--- config.mk ---
export PLATFORM = sky130hd
export DESIGN_NAME = nibble2text_tx
export DESIGN_NICKNAME = d
export VERILOG_FILES = /design/src/rtl/text_pkg.sv /design/src/rtl/nibble2ascii.sv /design/src/rtl/nibble2text_tx.sv
export SDC_FILE = /design/constraint.sdc
export NUM_CORES = 1
export LEC_CHECK = 0
export ABC_AREA = 0
export ABC_CLOCK_PERIOD_IN_PS = 5300
export CAP_MARGIN = 20
export CORE_AREA = 2 2 74 48
export CTS_BUF_LIST = sky130_fd_sc_hd__clkbuf_4
export CTS_CLUSTER_SIZE = 30
export DETAILED_ROUTE_END_ITERATION = 8
export DIE_AREA = 0 0 76 50
export HOLD_SLACK_MARGIN = 0.06
export PLACE_DENSITY = 0.63
export REMOVE_ABC_BUFFERS = 1
export SETUP_SLACK_MARGIN = 0.5
export SLEW_MARGIN = 20
export SYNTH_ARGS = -nofsm -noshare
export SYNTH_HDL_FRONTEND = slang
export SYNTH_SLANG_ARGS = --single-unit
--- constraint.sdc ---
create_clock -name clk -period 5.3 [get_ports clk]
set_clock_uncertainty 0.1 [all_clocks]
set_input_delay 1.06 -clock clk [delete_from_list [all_inputs] [get_ports clk]]
set_output_delay 1.06 -clock clk [all_outputs]
set_load 0.02 [all_outputs]
--- src/rtl/text_pkg.sv ---
// Shared constants for the hex text printers.
//   ASCII_*    : character codes used when rendering nibbles and line ends
//   tx_state_e : state encoding of the word-to-text transmitter
package text_pkg;

    localparam logic [7:0] ASCII_0  = 8'h30;
    localparam logic [7:0] ASCII_UA = 8'h41;
    localparam logic [7:0] ASCII_LA = 8'h61;
    localparam logic [7:0] ASCII_LF = 8'h0A;

    typedef enum logic [1:0] {
        IDLE  = 2'd0,
        DIGIT = 2'd1,
        TERM  = 2'd2
    } tx_state_e;

endpackage

--- src/rtl/nibble2ascii.sv ---
// Combinational nibble to ASCII hex digit.
//   nibble : 4-bit value 0..15
//   ascii  : '0'..'9', then 'A'..'F' (UPPER=1) or 'a'..'f' (UPPER=0)
module nibble2ascii
    import text_pkg::*;
#(
    parameter bit UPPER = 1'b1
) (
    input  logic [3:0] nibble,
    output logic [7:0] ascii
);

    logic [7:0] alpha_base;

    always_comb begin
        alpha_base = UPPER ? ASCII_UA : ASCII_LA;
        if (nibble < 4'd10) begin
            ascii = ASCII_0 + {4'd0, nibble};
        end else begin
            ascii = alpha_base + {4'd0, nibble} - 8'd10;
        end
    end

endmodule

--- src/rtl/nibble2text_tx.sv ---
// Serializes a binary word into ASCII hex characters, MS nibble first,
// optionally followed by a line feed.
//   clk, rst_b            : clock, asynchronous active-low reset
//   in_data/valid/ready   : upstream word handshake (accepted only in IDLE)
//   out_char/valid/ready  : downstream character handshake
//   busy                  : a word is in flight (!in_ready)
module nibble2text_tx
    import text_pkg::*;
#(
    parameter int unsigned NIBBLES = 4,
    parameter bit          EOL_EN  = 1'b1,
    parameter bit          UPPER   = 1'b1
) (
    input  logic                 clk,
    input  logic                 rst_b,
    input  logic [4*NIBBLES-1:0] in_data,
    input  logic                 in_valid,
    output logic                 in_ready,
    output logic [7:0]           out_char,
    output logic                 out_valid,
    input  logic                 out_ready,
    output logic                 busy
);

    localparam int unsigned W     = 4 * NIBBLES;
    localparam int unsigned CNT_W = (NIBBLES > 1) ? $clog2(NIBBLES) : 1;
    localparam logic [CNT_W-1:0] LAST = CNT_W'(NIBBLES - 1);

    tx_state_e        state_q, state_d;
    logic [W-1:0]     shreg_q, shreg_d;
    logic [CNT_W-1:0] cnt_q,   cnt_d;
    logic [7:0]       digit_char;

    nibble2ascii #(
        .UPPER(UPPER)
    ) u_map (
        .nibble(shreg_q[W-1 -: 4]),
        .ascii (digit_char)
    );

    always_ff @(posedge clk or negedge rst_b) begin
        if (!rst_b) begin
            state_q <= IDLE;
            shreg_q <= '0;
            cnt_q   <= '0;
        end else begin
            state_q <= state_d;
            shreg_q <= shreg_d;
            cnt_q   <= cnt_d;
        end
    end

    always_comb begin
        state_d   = state_q;
        shreg_d   = shreg_q;
        cnt_d     = cnt_q;
        in_ready  = 1'b0;
        out_valid = 1'b0;
        out_char  = 8'h00;

        case (state_q)
            IDLE: begin
                in_ready = 1'b1;
                if (in_valid) begin
                    shreg_d = in_data;
                    cnt_d   = '0;
                    state_d = DIGIT;
                end
            end
            DIGIT: begin
                out_valid = 1'b1;
                out_char  = digit_char;
                if (out_ready) begin
                    if (cnt_q == LAST) begin
                        state_d = EOL_EN ? TERM : IDLE;
                    end else begin
                        shreg_d = shreg_q << 4;
                        cnt_d   = cnt_q + 1'b1;
                    end
                end
            end
            TERM: begin
                out_valid = 1'b1;
                out_char  = ASCII_LF;
                if (out_ready) begin
                    state_d = IDLE;
                end
            end
            default: begin
                state_d = IDLE;
            end
        endcase
    end

    assign busy = ~in_ready;

endmodule

==> results.md, run 1 <==
Status:
- The run finished with clean final reports.

Floorplan:
- The initial utilization of the core area, before any placement, comes to 38.2%.
- The floorplan step defined a die boundary enclosing 0.00380 mm².
- The floorplan step defined a core boundary enclosing 0.00310 mm².
- The number of top-level pins is 31.
- The number of placement rows is 16.
- The chip height is 50 µm.
- The floorplan step set the die width to 76 µm.

Critical path:
- The critical path startpoint is state_q[1].
- The type of the worst setup path is flop to output pin.
- The worst reg-to-reg setup slack is 2540 ps.
- The worst setup path is launched from a flop.
- In this run the critical register-to-register path is captured at shreg_q[10].
- Data on the critical path arrives at its endpoint at 2780 ps.
- The worst register-to-register path begins at state_q[1].
- The biggest fanout along the worst timing path is 18.
- The cell count of the worst reg-to-reg path is 5.
- The critical path required time is 4140 ps.
- STA classifies the critical path endpoint as an output pin.

CTS:
- The number of hold buffers added after cts is 0.
- Post-CTS timing repair inserted 0 buffers for setup.
- Buffers inserted during clock tree synthesis total 3.
- The tree is rooted in a sky130_fd_sc_hd__clkbuf_4.
- For this design, the sink count on the clock tree is 20.
- Post-CTS repair changed the size of 0 cells.
- The post-CTS clock slew at the launch and capture registers of the worst setup and hold paths is 110 ps.
- The clock reaches the later pin of the worst-skew pair after 300 ps.
- CTS built an H-tree with a depth of 1.
- The clock passes through at most 2 buffers.
- TritonCTS built the clock tree.

Global route:
- Global routing used 13.1% of the available tracks across all layers.
- The aggregate global routing overflow is 0.
- The via count of the first global-routing pass is 887.
- The first global-routing pass estimated 3950 µm of wire.
- The number of antenna violations at the first check in global routing was 0.
- Entering global routing, the biggest net connects 21 pins.

STA:
- The smallest clock period supported by the final layout is computed as 3940 ps.
- Setup violations remaining at the end of the flow were counted as 0.
- The count of final hold-check violations is 0.
- The worst slack on hold paths is 420 ps.
- The final sum of negative setup slack is 0 ps.
- Setup repair after global routing left no endpoint under its margin.
- The worst max-slew margin expressed relative to the limit is 40.5%.
- The final worst-path cycle share is 74.4%.
- The transition time of the tightest slew-check pin is 890 ps.
- The maximum clock frequency is 0.253 GHz.
- The count of final max-slew check failures is 0.

Routing:
- The number of vias after detailed routing is 840.
- The count of nets left with antenna violations once routing finished came out at 0.
- Summed over all layers, the routed wires come to 2300 µm.
- The number of DRC markers after the initial detailed-route iteration is 16.
- The via-per-instance ratio is 4.64.
- For this run, the detailed router's first-pass iteration total came to 4.
- After detailed routing, the number of remaining DRC violations is 0.
- In the final routed layout, each cell accounts on average for 12.7 µm.

Power and ir drop:
- The total power density per cell area is 587 mW/mm².
- The maximum resistive drop on vdd is 0.184 mV.
- In this run the static leakage power is 0.000640 µW.

Min path:
- The startpoint identified for the worst hold timing path is shreg_q[8].
- The class of the tightest hold or removal check is flop to flop.
- The cell depth of the worst hold path is 1.
- The worst hold endpoint is shreg_q[8].

Synthesis:
- The parity-gate share of the synthesized area counting xor and xnor cells is 0.739%.
- Summing the areas of all compound-gate instances in the mapped netlist gives 7.29% of the synthesized area.
- In this run, distinct cell masters in the synthesized netlist total 26.
- The mean post-synth cell area is 11.0 µm².
- The number of warnings printed during yosys synthesis is 0.
- After synthesis, the largest family of logic cells by area is multiplexers.
- The sequential area share after synthesis is 42.2%.
- The most used flip-flop cell after synthesis is sky130_fd_sc_hd__dfrtp_1.
- The register bit total from synthesis is 20.
- Summing every instance area after synthesis gives 0.00118 mm².
- The synthesized design contains 0 enable-type register cells.
- The multiplexer share of the synthesized area is 24.8%.
- The post-synthesis share of cell area spent on full adders, half adders and majority gates is 6.34%.
- Of the total synthesized cell area, the portion taken by AND, OR, NAND and NOR gates is 10.9%.
- The number of instances in the synthesized netlist is 108.
- In the synthesized netlist the async set-or-reset flop fraction comes to 100%.

Cells and area:
- The repair_antennas step left the layout with diodes totalling 0.
- The layout net count is 163.
- Relative to the synthesized area, the layout overhead comes to 27.9%.
- The fraction of layout cells with a size suffix above 1 is 18.4%.

Placed design:
- The post-detailed-placement half-perimeter wirelength is 1770 µm.
- The number of I/O port buffers is 29.
- The global placement routability congestion is 0.802.

Job:
- Max-cap violations in this run came to 0.
[flip-flops by register name, indices dropped and copies added (netlist names)]
register	cells
shreg_q	16
cnt_q	2
state_q	2
[cell type report]
class | instances | area [µm²]
Inverter | 12 | 45.0
Sequential cell | 20 | 500
Multi-Input combinational cell | 71 | 597
Timing Repair Buffer | 29 | 290
Fill cell | 285 | 1590
Tap cell | 45 | 56.3
Clock inverter | 1 | 3.75
Clock buffer | 3 | 22.5
[worst max-delay path by stage]
stage / to / cells after the start
final: out_char[1] / 6
after CTS: out_char[1] / 6
after global placement: out_char[1] / 6
after global routing: out_char[1] / 6
after floorplan: out_char[1] / 5
after detailed placement: out_char[1] / 6
[per-stage QoR]
step	setup WS, ps	area (µm²)	util (%)	cells	power (µW)
after detailed placement	1640	1490	48.0	177	826
after global placement	1820	1490	48.0	177	803
after floorplan	2550	1140	-	103	655
final	1360	1520	48.8	181	889
after CTS	1300	1520	48.8	181	902
after global routing	1140	1520	48.8	181	963
[synth_stat cells (2+ instances only)]
cell type	n	share of area (%)
sky130_fd_sc_hd__mux2i_1	5	4.2
sky130_fd_sc_hd__buf_4	2	1.3
sky130_fd_sc_hd__nand3_1	2	0.84
sky130_fd_sc_hd__nand4_1	4	2.1
sky130_fd_sc_hd__buf_6	2	1.9
sky130_fd_sc_hd__mux2_4	2	2.5
sky130_fd_sc_hd__nor2b_1	6	3.2
sky130_fd_sc_hd__nor2_1	3	0.95
sky130_fd_sc_hd__ha_1	6	6.3
sky130_fd_sc_hd__a21oi_1	2	0.84
sky130_fd_sc_hd__inv_1	12	3.8
sky130_fd_sc_hd__mux2_2	19	18
sky130_fd_sc_hd__o21a_1	2	1.3
sky130_fd_sc_hd__dfrtp_1	20	42
sky130_fd_sc_hd__o21ai_0	8	3.4
sky130_fd_sc_hd__nand2_1	3	0.95
[worst max-delay path, cell delays in order (launching register included)]
cell and delay, ps:
sky130_fd_sc_hd__dfrtp_1 400, sky130_fd_sc_hd__inv_1 130, sky130_fd_sc_hd__ha_1 680, sky130_fd_sc_hd__inv_1 290, sky130_fd_sc_hd__a211oi_1 260, sky130_fd_sc_hd__o21a_1 140
sky130_fd_sc_hd__clkdlybuf4s50_1 600
[power by group]
part / total (µW) / leakage (µW) / switching (µW) / internal (µW)
clock: 74.0 / 0.0000154 / 46.6 / 27.4
sequential: 273 / 0.000246 / 46.7 / 226
combinational: 542 / 0.000378 / 258 / 285
total: 889 / 0.000640 / 351 / 539
[metal layers]
metal	vias up	track usage (%)	routed length [µm]
met2	16	24.3	1090
met3	0	4.76	90
met1	401	15.3	1120
li1	423	-	-
met4	0	0.909	0
met5	-	0	0
[cells in the final DEF, fill, tap and decap left out, types with 2 or more instances in the layout]
cell,n
sky130_fd_sc_hd__ha_1,6
sky130_fd_sc_hd__clkbuf_4,3
sky130_fd_sc_hd__nand4_1,4
sky130_fd_sc_hd__mux2_2,19
sky130_fd_sc_hd__mux2_4,2
sky130_fd_sc_hd__o21a_1,2
sky130_fd_sc_hd__dfrtp_1,20
sky130_fd_sc_hd__nor2b_1,6
sky130_fd_sc_hd__clkdlybuf4s50_1,29
sky130_fd_sc_hd__nor2_1,3
sky130_fd_sc_hd__nand3_1,2
sky130_fd_sc_hd__nand2_1,3
sky130_fd_sc_hd__a21oi_1,2
sky130_fd_sc_hd__o21ai_0,8
sky130_fd_sc_hd__mux2i_1,5
sky130_fd_sc_hd__inv_1,12
[logic make-up (layout without fill, tap and decap cells)]
logic type / after synthesis / after routing
buffers and inverters: 17 / 45
adder cells (fa/ha/maj): 6 / 6
flip-flops: 20 / 20
XOR/XNOR: 1 / 1
other: 1 / 1
AO/OA/AOI/OAI: 15 / 15
multiplexers: 26 / 26
AND/OR/NAND/NOR: 22 / 22
No activity file was read; power rests on OpenSTA's default activity.
==> inputs of run 2 (changes only) <==
--- a/config.mk
+++ b/config.mk
@@ -6,7 +6,7 @@
 export NUM_CORES = 1
 export LEC_CHECK = 0
 export ABC_AREA = 0
-export ABC_CLOCK_PERIOD_IN_PS = 5300
+export ABC_CLOCK_PERIOD_IN_PS = 3600
 export CAP_MARGIN = 20
 export CORE_AREA = 2 2 74 48
 export CTS_BUF_LIST = sky130_fd_sc_hd__clkbuf_4
@@ -14,7 +14,7 @@
 export DETAILED_ROUTE_END_ITERATION = 8
 export DIE_AREA = 0 0 76 50
 export HOLD_SLACK_MARGIN = 0.06
-export PLACE_DENSITY = 0.63
+export PLACE_DENSITY = 0.66
 export REMOVE_ABC_BUFFERS = 1
 export SETUP_SLACK_MARGIN = 0.5
 export SLEW_MARGIN = 20
==> constraint.sdc (replaced) <==
create_clock -name clk -period 3.6 [get_ports clk]
set_clock_uncertainty 0.1 [all_clocks]
set_input_delay 0.72 -clock clk [delete_from_list [all_inputs] [get_ports clk]]
set_output_delay 0.72 -clock clk [all_outputs]
set_load 0.02 [all_outputs]
==> run 2 against run 1 <==
First-iteration DRC count decreased by 25%. Setup slack worse by 710 ps. Routed wire length up 1.2%.
==> results.md, run 2 (synthesis results as in run 1) <==
Cells and area:
- The number of antenna cells inserted is 0 (unchanged).
- The fraction of layout cells with a size suffix above 1 came to 20.4% (+2.1 points).
- The synthesis-to-layout area growth is 31.8%.
- The utilization after layout is 50.3% (+1.5 points).
- The flip-flop count of the largest register, all copies and words added is 16 (unchanged).
- The largest registers in the layout are shreg_q (16), cnt_q (2), state_q (2).
- Leaving out fill and tap cells, the most frequent cells in the layout are sky130_fd_sc_hd__clkdlybuf4s50_1, sky130_fd_sc_hd__dfrtp_1, sky130_fd_sc_hd__mux2_2, sky130_fd_sc_hd__inv_1, sky130_fd_sc_hd__o21ai_0.
- The layout net count came to 164 (+0.61%).
- The register with the most flip-flops is shreg_q.
- The post-route non-filler standard cell count is 182 (+0.55%).
- The library cell used most frequently in the layout, excluding fill and tap cells, is sky130_fd_sc_hd__clkdlybuf4s50_1.

CTS:
- TritonCTS built the clock tree.
- The deepest level of the CTS H-tree is 1 (unchanged).
- The maximum root-to-sink buffer count is 2 (unchanged).
- The post-CTS clock slew at the launch and capture registers of the worst setup and hold paths was 120 ps (about the same).
- The tree is rooted in a sky130_fd_sc_hd__clkbuf_4.
- The total CTS buffers is 3 (unchanged).
- The number of hold buffers added after cts is 0 (unchanged).
- The number of clock sinks seen by CTS was 20 (unchanged).
- The post-CTS setup buffer count is 0 (unchanged).
- The latest clock arrival within the worst-skew pair is 310 ps (about the same).

Routing:
- The count of TritonRoute iterations in the first routing pass was 5 (+1).
- The number of vias after detailed routing was 866 (+3.1%).
- The number of DRC markers after the initial detailed-route iteration is 12 (-4).
- The wire length reported by the detailed router is 2330 µm (+1.2%).
- The number of remaining DRC errors came to 0 (unchanged).
- The via-per-instance ratio is 4.76 (+2.5%).
- The average wire length per cell after detail routing was 12.8 µm (+0.66%).
- The number of nets with antenna violations after detailed routing is 0 (unchanged).

Power and ir drop:
- The power share of the combinational group is 58.0% (-3.0 points).
- The total power density per cell area was 902 mW/mm² (+54%).
- The switching power as a share of total power is 37.6% (-1.8 points).
- The cell leakage power came to 0.000658 µW (+2.8%).
- The maximum resistive drop on vdd was 0.312 mV (+70%).
- The fraction of power consumed by the clock network came to 13.3% (+5.0 points).
- The switching power was 530 µW (+51%).
- The share of total power in sequential cells is 28.7% (-2.0 points).
- The internal power contribution was 879 µW (+63%).

Placed design:
- The number of I/O port buffers is 29 (unchanged).
- The global placement routability congestion is 0.759 (-5.3%).
- The total placed cells including tap cells was 178 (+0.56%).
- The post-detailed-placement half-perimeter wirelength is 1800 µm (+1.5%).

Critical path:
- For this design, the slowest cell found on the critical path is sky130_fd_sc_hd__clkdlybuf4s50_1.
- The kind of end point of the critical path is an output pin.
- The critical path startpoint category is a flop.
- The endpoint arrival time on the critical path came to 2140 ps (-640 ps).
- The delay of the slowest cell on the worst path is 610 ps (-70 ps).
- The biggest fanout along the worst timing path was 5 (-13).
- The signal on the critical path passes through inv_1 -> ha_1 -> nand2_1 -> or3_1 -> a21oi_1 -> clkdlybuf4s50_1.
- The critical path required time is 2780 ps (-1360 ps).
- By startpoint and endpoint, the worst setup path is classified as flop to output pin.

Global route:
- The combined global-route utilization of all metal layers is 13.9% (+0.76 points).
- The via count of the first global-routing pass was 881 (-0.68%).
- The aggregate global routing overflow came to 0 (unchanged).
- The largest net degree at the start of global routing is 21 (unchanged).
- The number of antenna violations at the first check in global routing is 0 (unchanged).
- The wire length of the first global-routing pass was 4120 µm (+4.4%).

STA:
- The count of final hold-check violations is 0 (unchanged).
- The worst max-slew margin expressed relative to the limit is 38.8% (-1.7 points).
- The final sum of negative setup slack is 0 ps (unchanged).
- The count of final max-slew check failures is 0 (unchanged).
- The post-layout minimum cycle time is 2960 ps.
- The final setup violation count was 0 (unchanged).
- Setup repair after global routing left no endpoint under its margin.
- For this run, the top clock speed supported by timing is 0.338 GHz.
- The final worst-path cycle share is 82.2%.
- The transition time of the tightest slew-check pin is 915 ps (+24.8 ps).

Status:
- The flow ran to the end, and the final reports show no timing, DRC or antenna violations.

Floorplan:
- The starting density of the core is 38.2% (unchanged).
- The chip height is 50 µm (unchanged).
- The total core area was 0.00310 mm² (unchanged).
- The number of top-level pins is 31 (unchanged).
- The number of placement rows is 16 (unchanged).
- The die outline area is 0.00380 mm² (unchanged).
- The width of the die was 76 µm (unchanged).

Min path:
- The path class of the tightest hold or removal check is flop to flop.

Job:
- The number of max-capacitance violations reported is 0 (unchanged).
run 2: cell type report:
type / instances / area [µm²]
Clock buffer: 3 / 22.5
Timing Repair Buffer: 30 / 298
Multi-Input combinational cell: 71 / 609
Sequential cell: 20 / 500
Inverter: 12 / 45.0
Fill cell: 280 / 1540
Clock inverter: 1 / 30.0
Tap cell: 45 / 56.3
run 2: through the flow:
step	total power [µW]	hold WS [ps]	area [µm²]	setup WS, ps
2_1_floorplan	965	324	1140	1190
3_3_place_gp	1190	386	1500	884
3_5_place_dp	1220	391	1500	813
4_1_cts	1420	427	1550	562
5_1_grt	1530	440	1560	501
6_report	1410	421	1560	641
run 2: timing repair:
item,4_1_cts,5_1_grt
pin swaps,0,0
endpoints found under the setup margin,1,1
gates resized for setup,1,1
gates cloned,0,0
run 2: power groups by stage:
stage               combinational [µW]  clock (µW)  sequential, µW
detailed placement                 818           0             406
global route                       903         203             420
CTS                                822         191             402
global placement                   788           0             403
floorplan                          579           0             386
finish                             817         188             404
run 2: worst max-delay path: cells and delay by family, from the launching register on:
| kind | cells | cell delay [ps] |
|---|---|---|
| AO/OA/AOI/OAI | 1 | 130 |
| buffers and inverters | 2 | 710 |
| adder cells (fa/ha/maj) | 1 | 170 |
| flip-flops | 1 | 430 |
| AND/OR/NAND/NOR | 2 | 380 |
run 2: layer usage:
layer,vias up,share of wire [%],global-route usage [%]
met5,-,0,0
met4,0,1.2,2.73
met3,4,4.9,4.76
met2,19,47,23.7
met1,419,47,17.3
li1,424,-,-
run 2: worst paths after layout:
| check | depth (start not counted) | start | endpoint | slack [ps] |
|---|---|---|---|---|
| max | 6 | shreg_q[13] | out_char[2] | 640 |
| min reg2reg | 1 | shreg_q[11] | shreg_q[11] | 420 |
| max reg2reg | 5 | state_q[0] | shreg_q[14] | 1270 |
| min in group asynchronous | 1 | rst_b | cnt_q[0] | 810 |
| min | 1 | shreg_q[11] | shreg_q[11] | 420 |
| max in group asynchronous | 1 | rst_b | shreg_q[6] | 2030 |
